<file path="src/rtl/seed_cache_tag_ctrl_if.sv">
// Bus bundle for the seed cache: lookup/response, seed-generator refill,
// init-sequencer clear stream and the statistics counters.
interface seed_cache_tag_ctrl_if #(
  parameter int ADDR_W  = 32,
  parameter int INDEX_W = 4,
  parameter int SEED_W  = 32
);
  logic               lk_valid;
  logic               lk_ready;
  logic [ADDR_W-1:0]  lk_addr;
  logic               rsp_valid;
  logic               rsp_hit;
  logic [SEED_W-1:0]  rsp_seed;
  logic               gen_req;
  logic [ADDR_W-1:0]  gen_addr;
  logic               gen_ack;
  logic [SEED_W-1:0]  gen_seed;
  logic               init_active;
  logic [INDEX_W-1:0] init_addr;
  logic [15:0]        hit_cnt;
  logic [15:0]        miss_cnt;

  // master: datapath, seed generator and init sequencer taken together
  modport master (
    output lk_valid, lk_addr, gen_ack, gen_seed, init_active, init_addr,
    input  lk_ready, rsp_valid, rsp_hit, rsp_seed, gen_req, gen_addr, hit_cnt, miss_cnt
  );

  modport slave (
    input  lk_valid, lk_addr, gen_ack, gen_seed, init_active, init_addr,
    output lk_ready, rsp_valid, rsp_hit, rsp_seed, gen_req, gen_addr, hit_cnt, miss_cnt
  );
endinterface

</file>
<file path="src/rtl/seed_cache_tag_ctrl.sv">
// Direct-mapped seed cache tag controller with req/ack refill and init-driven invalidation.
// Optional hit/miss statistics counters are built when SEED_CACHE_STATS_EN is defined.
module seed_cache_tag_ctrl #(
  parameter int ADDR_W  = 32,
  parameter int LS      = 2,
  parameter int INDEX_W = 4,
  parameter int SEED_W  = 32
) (
  input logic                  clk,
  input logic                  rst,
  seed_cache_tag_ctrl_if.slave bus
);
  localparam int TAG_W   = ADDR_W - LS - INDEX_W;
  localparam int ENTRIES = 1 << INDEX_W;
  localparam logic [ADDR_W-1:0] LINE_MASK = {{(ADDR_W-LS){1'b1}}, {LS{1'b0}}};

  typedef enum logic [1:0] {IDLE, LOOKUP, REFILL} state_e;

  state_e              state_q, state_d;
  logic [ENTRIES-1:0]  valid_q, valid_d;
  logic                rd_vld_q, rd_vld_d;
  logic                stale_q, stale_d;
  logic                rsp_valid_q, rsp_valid_d;
  logic                rsp_hit_q, rsp_hit_d;
  logic [SEED_W-1:0]   rsp_seed_q, rsp_seed_d;
  logic                gen_req_q, gen_req_d;
  logic [ADDR_W-1:0]   gen_addr_q, gen_addr_d;
  logic [ADDR_W-1:0]   addr_q, addr_d;

  logic [TAG_W-1:0]    tag_mem  [ENTRIES];
  logic [SEED_W-1:0]   seed_mem [ENTRIES];
  logic [TAG_W-1:0]    rd_tag_q;
  logic [SEED_W-1:0]   rd_seed_q;

  logic                accept;
  logic                wr_en;
  logic                tag_match;
  logic [INDEX_W-1:0]  lk_idx;
  logic [INDEX_W-1:0]  cur_idx;
  logic [TAG_W-1:0]    cur_tag;

  assign lk_idx       = bus.lk_addr[LS+INDEX_W-1:LS];
  assign cur_idx      = addr_q[LS+INDEX_W-1:LS];
  assign cur_tag      = addr_q[ADDR_W-1:LS+INDEX_W];
  assign bus.lk_ready = (state_q == IDLE) && !bus.init_active;
  assign accept       = bus.lk_valid && bus.lk_ready;
  assign tag_match    = rd_vld_q && (rd_tag_q == cur_tag);

  always_comb begin
    state_d     = state_q;
    valid_d     = valid_q;
    rd_vld_d    = rd_vld_q;
    stale_d     = stale_q;
    addr_d      = addr_q;
    rsp_valid_d = 1'b0;
    rsp_hit_d   = rsp_hit_q;
    rsp_seed_d  = rsp_seed_q;
    gen_req_d   = gen_req_q;
    gen_addr_d  = gen_addr_q;
    wr_en       = 1'b0;

    case (state_q)
      IDLE: begin
        if (accept) begin
          addr_d   = bus.lk_addr;
          rd_vld_d = valid_q[lk_idx];
          stale_d  = 1'b0;
          state_d  = LOOKUP;
        end
      end
      LOOKUP: begin
        if (bus.init_active) stale_d = 1'b1;
        // A clear in flight may have hit this entry after it was read, so never serve it.
        if (tag_match && !bus.init_active) begin
          rsp_valid_d = 1'b1;
          rsp_hit_d   = 1'b1;
          rsp_seed_d  = rd_seed_q;
          state_d     = IDLE;
        end else begin
          gen_req_d  = 1'b1;
          gen_addr_d = addr_q & LINE_MASK;
          state_d    = REFILL;
        end
      end
      REFILL: begin
        if (bus.init_active) stale_d = 1'b1;
        if (bus.gen_ack) begin
          wr_en       = !(stale_q || bus.init_active);
          gen_req_d   = 1'b0;
          rsp_valid_d = 1'b1;
          rsp_hit_d   = 1'b0;
          rsp_seed_d  = bus.gen_seed;
          state_d     = IDLE;
        end
      end
      default: state_d = IDLE;
    endcase

    // Clear is applied after the fill so it wins on an index collision.
    if (wr_en)           valid_d[cur_idx]       = 1'b1;
    if (bus.init_active) valid_d[bus.init_addr] = 1'b0;
  end

  always_ff @(posedge clk) begin
    if (rst) begin
      state_q     <= IDLE;
      valid_q     <= '0;
      rd_vld_q    <= 1'b0;
      stale_q     <= 1'b0;
      rsp_valid_q <= 1'b0;
      rsp_hit_q   <= 1'b0;
      rsp_seed_q  <= '0;
      gen_req_q   <= 1'b0;
      gen_addr_q  <= '0;
    end else begin
      state_q     <= state_d;
      valid_q     <= valid_d;
      rd_vld_q    <= rd_vld_d;
      stale_q     <= stale_d;
      rsp_valid_q <= rsp_valid_d;
      rsp_hit_q   <= rsp_hit_d;
      rsp_seed_q  <= rsp_seed_d;
      gen_req_q   <= gen_req_d;
      gen_addr_q  <= gen_addr_d;
    end
  end

  // Tag/seed storage and registered read: plain RAM, no reset.
  always_ff @(posedge clk) begin
    addr_q <= addr_d;
    if (accept) begin
      rd_tag_q  <= tag_mem[lk_idx];
      rd_seed_q <= seed_mem[lk_idx];
    end
    if (wr_en) begin
      tag_mem[cur_idx]  <= cur_tag;
      seed_mem[cur_idx] <= bus.gen_seed;
    end
  end

  assign bus.rsp_valid = rsp_valid_q;
  assign bus.rsp_hit   = rsp_hit_q;
  assign bus.rsp_seed  = rsp_seed_q;
  assign bus.gen_req   = gen_req_q;
  assign bus.gen_addr  = gen_addr_q;

`ifdef SEED_CACHE_STATS_EN
  logic        init_prev_q;
  logic        init_rise;
  logic [15:0] hit_cnt_q, hit_cnt_d;
  logic [15:0] miss_cnt_q, miss_cnt_d;

  assign init_rise = bus.init_active && !init_prev_q;

  always_comb begin
    hit_cnt_d  = hit_cnt_q;
    miss_cnt_d = miss_cnt_q;
    if (init_rise) begin
      hit_cnt_d  = '0;
      miss_cnt_d = '0;
    end else if (rsp_valid_q) begin
      if (rsp_hit_q) begin
        if (hit_cnt_q != 16'hFFFF) hit_cnt_d = hit_cnt_q + 16'd1;
      end else begin
        if (miss_cnt_q != 16'hFFFF) miss_cnt_d = miss_cnt_q + 16'd1;
      end
    end
  end

  always_ff @(posedge clk) begin
    if (rst) begin
      init_prev_q <= 1'b0;
      hit_cnt_q   <= '0;
      miss_cnt_q  <= '0;
    end else begin
      init_prev_q <= bus.init_active;
      hit_cnt_q   <= hit_cnt_d;
      miss_cnt_q  <= miss_cnt_d;
    end
  end

  assign bus.hit_cnt  = hit_cnt_q;
  assign bus.miss_cnt = miss_cnt_q;
`else
  assign bus.hit_cnt  = '0;
  assign bus.miss_cnt = '0;
`endif

endmodule

</file>
<file path="src/flat_wrapper.sv">
// flat-port wrapper written by rule: the top's interface ports become plain ports
module seed_cache_tag_ctrl_flat 
#(
  parameter int ADDR_W  = 32,
  parameter int LS      = 2,
  parameter int INDEX_W = 4,
  parameter int SEED_W  = 32
)
  (clk, rst, bus_lk_valid, bus_lk_addr, bus_gen_ack, bus_gen_seed, bus_init_active, bus_init_addr, bus_lk_ready, bus_rsp_valid, bus_rsp_hit, bus_rsp_seed, bus_gen_req, bus_gen_addr, bus_hit_cnt, bus_miss_cnt);
  seed_cache_tag_ctrl_if #(.ADDR_W(ADDR_W), .INDEX_W(INDEX_W), .SEED_W(SEED_W)) bus_i ();
  input logic clk;
  input logic rst;
  input wire logic [$bits(bus_i.lk_valid)-1:0] bus_lk_valid;
  input wire logic [$bits(bus_i.lk_addr)-1:0] bus_lk_addr;
  input wire logic [$bits(bus_i.gen_ack)-1:0] bus_gen_ack;
  input wire logic [$bits(bus_i.gen_seed)-1:0] bus_gen_seed;
  input wire logic [$bits(bus_i.init_active)-1:0] bus_init_active;
  input wire logic [$bits(bus_i.init_addr)-1:0] bus_init_addr;
  output wire logic [$bits(bus_i.lk_ready)-1:0] bus_lk_ready;
  output wire logic [$bits(bus_i.rsp_valid)-1:0] bus_rsp_valid;
  output wire logic [$bits(bus_i.rsp_hit)-1:0] bus_rsp_hit;
  output wire logic [$bits(bus_i.rsp_seed)-1:0] bus_rsp_seed;
  output wire logic [$bits(bus_i.gen_req)-1:0] bus_gen_req;
  output wire logic [$bits(bus_i.gen_addr)-1:0] bus_gen_addr;
  output wire logic [$bits(bus_i.hit_cnt)-1:0] bus_hit_cnt;
  output wire logic [$bits(bus_i.miss_cnt)-1:0] bus_miss_cnt;
  assign bus_i.lk_valid = bus_lk_valid;
  assign bus_i.lk_addr = bus_lk_addr;
  assign bus_i.gen_ack = bus_gen_ack;
  assign bus_i.gen_seed = bus_gen_seed;
  assign bus_i.init_active = bus_init_active;
  assign bus_i.init_addr = bus_init_addr;
  assign bus_lk_ready = bus_i.lk_ready;
  assign bus_rsp_valid = bus_i.rsp_valid;
  assign bus_rsp_hit = bus_i.rsp_hit;
  assign bus_rsp_seed = bus_i.rsp_seed;
  assign bus_gen_req = bus_i.gen_req;
  assign bus_gen_addr = bus_i.gen_addr;
  assign bus_hit_cnt = bus_i.hit_cnt;
  assign bus_miss_cnt = bus_i.miss_cnt;
  seed_cache_tag_ctrl #(.ADDR_W(ADDR_W), .LS(LS), .INDEX_W(INDEX_W), .SEED_W(SEED_W)) u_core (.clk(clk), .rst(rst), .bus(bus_i));
endmodule
</file>
<file path="config.mk">
export PLATFORM = sky130hd
export DESIGN_NAME = seed_cache_tag_ctrl_flat
export DESIGN_NICKNAME = d
export VERILOG_FILES = /design/src/rtl/seed_cache_tag_ctrl_if.sv /design/src/rtl/seed_cache_tag_ctrl.sv /design/src/flat_wrapper.sv
export SDC_FILE = /design/constraint.sdc
export NUM_CORES = 1
export LEC_CHECK = 0
export CAP_MARGIN = 40
export CORE_MARGIN = 5
export CORE_UTILIZATION = 60
export DETAILED_ROUTE_END_ITERATION = 7
export PLACE_DENSITY = 0.79
export SLEW_MARGIN = 30
export SYNTH_ARGS = -nofsm -noshare
export SYNTH_HDL_FRONTEND = slang
export SYNTH_SLANG_ARGS = --single-unit
</file>
<file path="constraint.sdc">
create_clock -name clk -period 6.8 [get_ports clk]
set_input_delay 0.68 -clock clk [delete_from_list [all_inputs] [get_ports clk]]
set_output_delay 0.68 -clock clk [all_outputs]
set_load 0.005 [all_outputs]
</file>
## Yosys cells after proc, flatten, opt, wreduce, memory -nomap -nowiden

Memory sizes are Yosys's and may differ from the RTL's. A register that Yosys moved wholly into a read port is not among the register bits.
Index checks and enable logic that the tools add are counted.

- Reductions and logical operators: 19
- Bitwise logic cells: 4
- Mux-type cells: 30
- Magnitude comparators: 5
- Eq/ne operators: 8

Operators by type and width:

| operator | number |
|---|---|
| $mux 32 | 2 |
| $pmux 32 s2 | 1 |
| $mux 16 | 2 |
| $eq 26x26->1 | 1 |
| $and 16x16->16 | 1 |
| $not 16->16 | 1 |
| $or 16x16->16 | 1 |
| $lt 4x5->1 const B | 3 |
| $mux 1 | 14 |
| $reduce_and 3->1 | 3 |
| $demux 1 s4 | 2 |
| $ge 4x1->1 const B | 2 |
| $pmux 1 s2 | 4 |
| $logic_and 1x1->1 | 6 |
| $mux 2 | 3 |
| $ne 2x1->1 const B | 3 |
| $pmux 2 s3 | 1 |
| $reduce_and 2->1 | 3 |
| $bmux 1 s4 | 1 |
| $ne 2x2->1 const B | 2 |
| $reduce_bool 2->1 | 2 |
| $eq 2x1->1 const B | 1 |
| $eq 2x2->1 const B | 1 |
| $logic_not 1->1 | 2 |
| 4 further kinds | 4 |

- Bits in registers: 117
- Memory bits (writable): 928
- Logic and storage cells: 78
- Memories: 2

Memory list:

| memory | depth | width | rd ports | clocked after memory_dff | write ports | RTL line | RTL |
|---|---|---|---|---|---|---|---|
| u_core.seed_mem | 16 | 32 | 1 | 1 | 1 | seed_cache_tag_ctrl.sv:31 | `logic [SEED_W-1:0] seed_mem [ENTRIES];` |
| u_core.tag_mem | 16 | 26 | 1 | 1 | 1 | seed_cache_tag_ctrl.sv:30 | `logic [TAG_W-1:0] tag_mem [ENTRIES];` |

## Logic depth before layout (Yosys ltp)

- Word-level depth: 8
- Depth in mapped cells: 9

## Worst setup path before layout

Ideal clock, no wire load.

- Kind: reg-to-reg
- Start point: reg u_core.state_q[0]
- End point: mem u_core.seed_mem[4][0], enable pin
- Data arrival time: 5,110 ps
- Slack: 1,142 ps
- Library setup time: 548 ps
- Path buffers: 1
- Cell stages (with the launch flop): 8
- Data required time: 6,252 ps
- Period minus slack after synthesis: 5,658 ps
- Cell sequence: dfxtp_1 -> inv_1 -> ha_1 -> buf_4 -> nand2_2 -> nor3_2 -> nand3b_1 -> nor3_1

- Word-level cells in the longest chain between the ends: 4

Ends and longest elaborated chain:

| item | RTL line | RTL |
|---|---|---|
| start: declaration | seed_cache_tag_ctrl.sv:19 | `state_e state_q, state_d;` |
| start signal: assignment | seed_cache_tag_ctrl.sv:116 | `state_q <= state_d;` |
| $eq 2x2->1 | seed_cache_tag_ctrl.sv:62 | `case (state_q)` |
| $mux 1 | seed_cache_tag_ctrl.sv:62 |  |
| $mux 1 | seed_cache_tag_ctrl.sv:135 | `if (wr_en) begin` |
| $mux 1 (not written as such) | seed_cache_tag_ctrl.sv:137 | `seed_mem[cur_idx] <= bus.gen_seed;` |
| end: declaration | seed_cache_tag_ctrl.sv:31 |  |

Every way passes these cells.

## Final worst setup path

- Start point: reg u_core.state_q[0]
- End point: mem u_core.tag_mem[13][20] in the netlist's numbering, enable pin

- Word-level cells in the longest chain between the ends: 4

Ends and longest elaborated chain:

| item | RTL line | RTL |
|---|---|---|
| $eq 2x2->1 | seed_cache_tag_ctrl.sv:62 |  |
| $mux 1 | seed_cache_tag_ctrl.sv:62 |  |
| $mux 1 | seed_cache_tag_ctrl.sv:135 |  |
| $mux 1 (not written as such) | seed_cache_tag_ctrl.sv:136 | `tag_mem[cur_idx] <= cur_tag;` |
| end: declaration | seed_cache_tag_ctrl.sv:30 |  |

Every way passes these cells.

==> results.py <==
metrics = {
    "detailed_routing": {
        "drtIter0Drc": 2849,
        "viasPerCell": 6.576,
        "drt_pass1_iterations": 6,
        "drt-wirelength-per-cell_um": 31.50,
        "via_count": 20020,
        "drcViolationCount": 0,
        "antenna_left": 0,
        "drt-total-wl_um": 95900,
    },
    "setup_path": {
        "regToRegEndpoint": "u_core.tag_mem[13][20]",
        "critPathMaxFanout": 24,
        "critPathBufInv": 3,
        "timing.rr.start": "u_core.state_q[0]",
        "timing.critical_path.max_delay_family": "simple AND/OR/NAND/NOR gates",
        "cp.arrival_ns": 4.05,
        "timing.reg2reg.worst_path_depth": 8,
        "ordered_list_of_cells_on_the_worst_path": "inv_1, ha_1, nand2_2, nor3_2, nand3_1, nor2_4, buf_4, buf_12",
        "crit_path_max_incr_delay_ns": 0.69,
        "worstPathRequired_ns": 7.14,
        "setup.worst_path.class": "reg -> reg",
        "r2r_slack_ns": 3.09,
        "critical-path-slowest-cell": "nor2_4",
        "setup.worst_path.start_class": "flip-flop",
        "endpoint_kind": "flip-flop",
    },
    "sta": {
        "timing.setup.tns_ns": 0,
        "worst_slew_margin_rel": 0.4171,
        "min_period_ns": 3.710,
        "timing_hold_violations_final": 0,
        "report.final.setup_viol": 0,
        "layout_worst_path_cycle_share": 0.5456,
        "timing.fmax_ghz": 0.2695,
        "final.setup_skew_ns": 0.02501,
        "timing.final.max_slew_violations": 0,
        "rsz0062_at_grt": "false",
        "timing_worst_slew_pin_value_ns": 0.8744,
    },
    "synth": {
        "netlist.area_leader.share": 0.7310,
        "synth_top_flop_cell": "edfxtp_1",
        "avgSynthCellArea_um2": 22.92,
        "synth_async_sr_flop_share": 0,
        "synth_edf_count": 1016,
        "synthTopCellsByArea": "edfxtp_1 (73%), mux4_2 (16%), dfxtp_1 (4.1%)",
        "synth_seq_area_share": 0.7718,
        "synthCells": 1821,
        "synth.ff_latch_count": 1101,
        "synth-warning-count": 0,
        "synth_top_cells_by_count": "edfxtp_1 (1016), mux4_2 (295), dfxtp_1 (85)",
        "yosysMostFrequentCell": "edfxtp_1",
        "synth_top_cell_by_area": "edfxtp_1",
        "unique_masters_post_synth": 42,
        "netlist_area_mm2": 0.04173,
    },
    "global_routing": {
        "most_crowded_layer_after_global_routing": "met2",
        "maximum_number_of_pins_on_one_net_before_global_route_repair": 107,
        "grt_usage": 0.2572,
        "grt_pass1_wl_um": 140300,
        "number_of_antenna_violations_at_the_first_check_in_global_routing": 4,
        "globalRoute.totalOverflow": 0,
        "groute.layer.met2.usage": 0.4295,
        "grt_pass1_vias": 21040,
        "use_met3": 0.05154,
        "globalRouteMet1Util": 0.3524,
    },
    "placement": {
        "numPortBuffers": 136,
        "place.gp.congestion": 0.7841,
        "post-dp-hpwl_um": 48290,
    },
    "clocking": {
        "maximum_clock_insertion_buffer_count": 3,
        "ctsResizeCount": 0,
        "cts-buffers-inserted": 105,
        "cts_setup_buffers": 0,
        "htreeDepth": 3,
        "worst_skew_pair.late_latency_ns": 0.67,
        "cts-hold-fix-buffers": 0,
        "clock_root_buffer_master": "clkbuf_16",
        "tritoncts": "yes",
        "clk_pin_slew_worst_paths_ns": 0.06,
        "cts.sink_count": 1101,
    },
    "cells_and_area": {
        "multiInputGateArea_mm2": 0.008872,
        "postLayoutCoreUtil": 0.6952,
        "area.sequential_mm2": 0.03221,
        "nNetsFinal": 2100,
        "n_fill_cell": 3857,
        "synthToLayoutAreaGrowth_pct": 14.65,
        "drive_gt1_frac": 0.2624,
    },
    "min_path": {
        "timing.hold.worst_endpoint": "u_core.bus.rsp_seed[2]",
        "whs_path_depth": 2,
        "hold_path_startpoint": "u_core.bus.rsp_seed[2]",
        "hold_path.class": "reg -> reg",
    },
    "job": {
        "cap_viol_max_count": 0,
    },
    "floorplanning": {
        "die_ar_mm2": 0.07493,
        "floorplan.initialDensity": 0.6064,
        "rows": 96,
        "ioPinCount": 173,
        "core_region_area_mm2": 0.06883,
        "die-height_um": 273.7,
        "fp.dieW_um": 273.7,
    },
    "power": {
        "power.combinational.fraction": 0.051,
        "sequential_fraction_of_design_power": 0.541,
        "p_leak_nw": 15.15,
        "p_per_area_mw_per_mm2": 291.4,
        "power_switching_share": 0.2086,
        "p_clk_frac": 0.408,
        "netSwitchingPower_w": 0.002909,
        "ir_drop_uv": 185.9,
        "cellInternalPower_w": 0.01103,
    },
    "status": {
        "status": "finished clean",
    },
}
## per-layer routing
metal  wire length [um]  vias up
li1                   -     8006
met2              49110     1420
met1              34410    10420
met4               2345        4
met5                 21        -
met3              10010      171
## area by class of cell
class	count	share of cell area
sequential	1101	0.6732
multi-input combinational	589	0.1854
clock buffer	137	0.05892
timing repair buffer	188	0.04383
tap	931	0.02435
clock inverter	58	0.01111
inverter	38	0.003033
antenna	2	0.0001046
## cell families (layout without fill, tap and decap cells)
family	after synthesis	count (layout)	synth area share
XOR/XNOR	26	26	0.005456
multiplexers	326	326	0.1667
AO/OA/AOI/OAI	98	98	0.02177
other	1	36	0.00008986
AND/OR/NAND/NOR	101	101	0.01160
flip-flops	1101	1101	0.7718
adder cells (fa/ha/maj)	4	4	0.001199
buffers and inverters	164	421	0.02141
## registers in the layout (all words and copies together), names as in the netlist
name / cells
u_core.seed_mem: 512
u_core.tag_mem: 416
u_core.bus.rsp_seed: 32
u_core.rd_seed_q: 32
u_core.addr_q: 30
u_core.bus.gen_addr: 30
u_core.rd_tag_q: 26
u_core.valid_q: 16
u_core.state_q: 2
u_core.bus.gen_req: 1
u_core.bus.rsp_hit: 1
u_core.bus.rsp_valid: 1
u_core.rd_vld_q: 1
u_core.stale_q: 1
## through the flow
step / instance area [um2] / hold WS, ns / power [W] / setup slack [ns] / instances
final: 47850 / 0.4603 / 0.01394 / 3.090 / 3044
after global routing: 47850 / 0.4735 / 0.01438 / 3.065 / 3044
after CTS: 47710 / 0.4554 / 0.01400 / 3.016 / 3036
after detailed placement: 44360 / 0.4523 / 0.008364 / 2.669 / 2841
after global placement: 44150 / 0.4430 / 0.008328 / 2.531 / 2831
after floorplan: 41860 / 0.4356 / 0.008086 / 1.142 / 1854
## power groups by stage
stage	Combinational (W)	Sequential, W	Clock, W
6_report	0.000709	0.00754	0.00569
2_1_floorplan	0.000430	0.00766	0
5_1_grt	0.000750	0.00754	0.00608
4_1_cts	0.000702	0.00754	0.00576
3_3_place_gp	0.000657	0.00767	0
3_5_place_dp	0.000684	0.00768	0
## cells in the final DEF, fill, tap and decap left out, types with 14 or more instances in the layout
cell             synthesis  routed
o22ai_1                 32      32
a21oi_1                 14      14
clkdlybuf4s50_1          0     131
xor2_1                  26      26
dfxtp_1                 85      85
conb_1                   1      34
a221oi_2                30      30
mux2i_1                 30      30
mux4_2                 295     295
buf_4                   39      30
clkbuf_16                0     106
clkinv_1                 0      21
inv_1                   38      36
nor2_1                  55      43
buf_12                   0      16
edfxtp_1              1016    1016
clkbuf_1                43      26
clkinv_2                 0      19
## worst max path at each step
stage	from	end	slack [ns]	cells past startpoint
2_1_floorplan	u_core.state_q[0]	u_core.seed_mem[4][0]	1.14	7
3_3_place_gp	bus_init_active	u_core.state_q[1]	2.53	8
3_5_place_dp	bus_gen_ack	u_core.valid_q[13]	2.67	8
4_1_cts	u_core.state_q[0]	u_core.valid_q[13]	3.02	9
5_1_grt	u_core.state_q[0]	u_core.tag_mem[13][17]	3.06	8
6_report	u_core.state_q[0]	u_core.tag_mem[13][20]	3.09	8
## worst min-delay path, stage by stage (launching register included)
cell,delay [ns]
dfxtp_1,0.31
inv_1,0.06
a221oi_2,0.05
No activity file was read; power rests on OpenSTA's default activity.
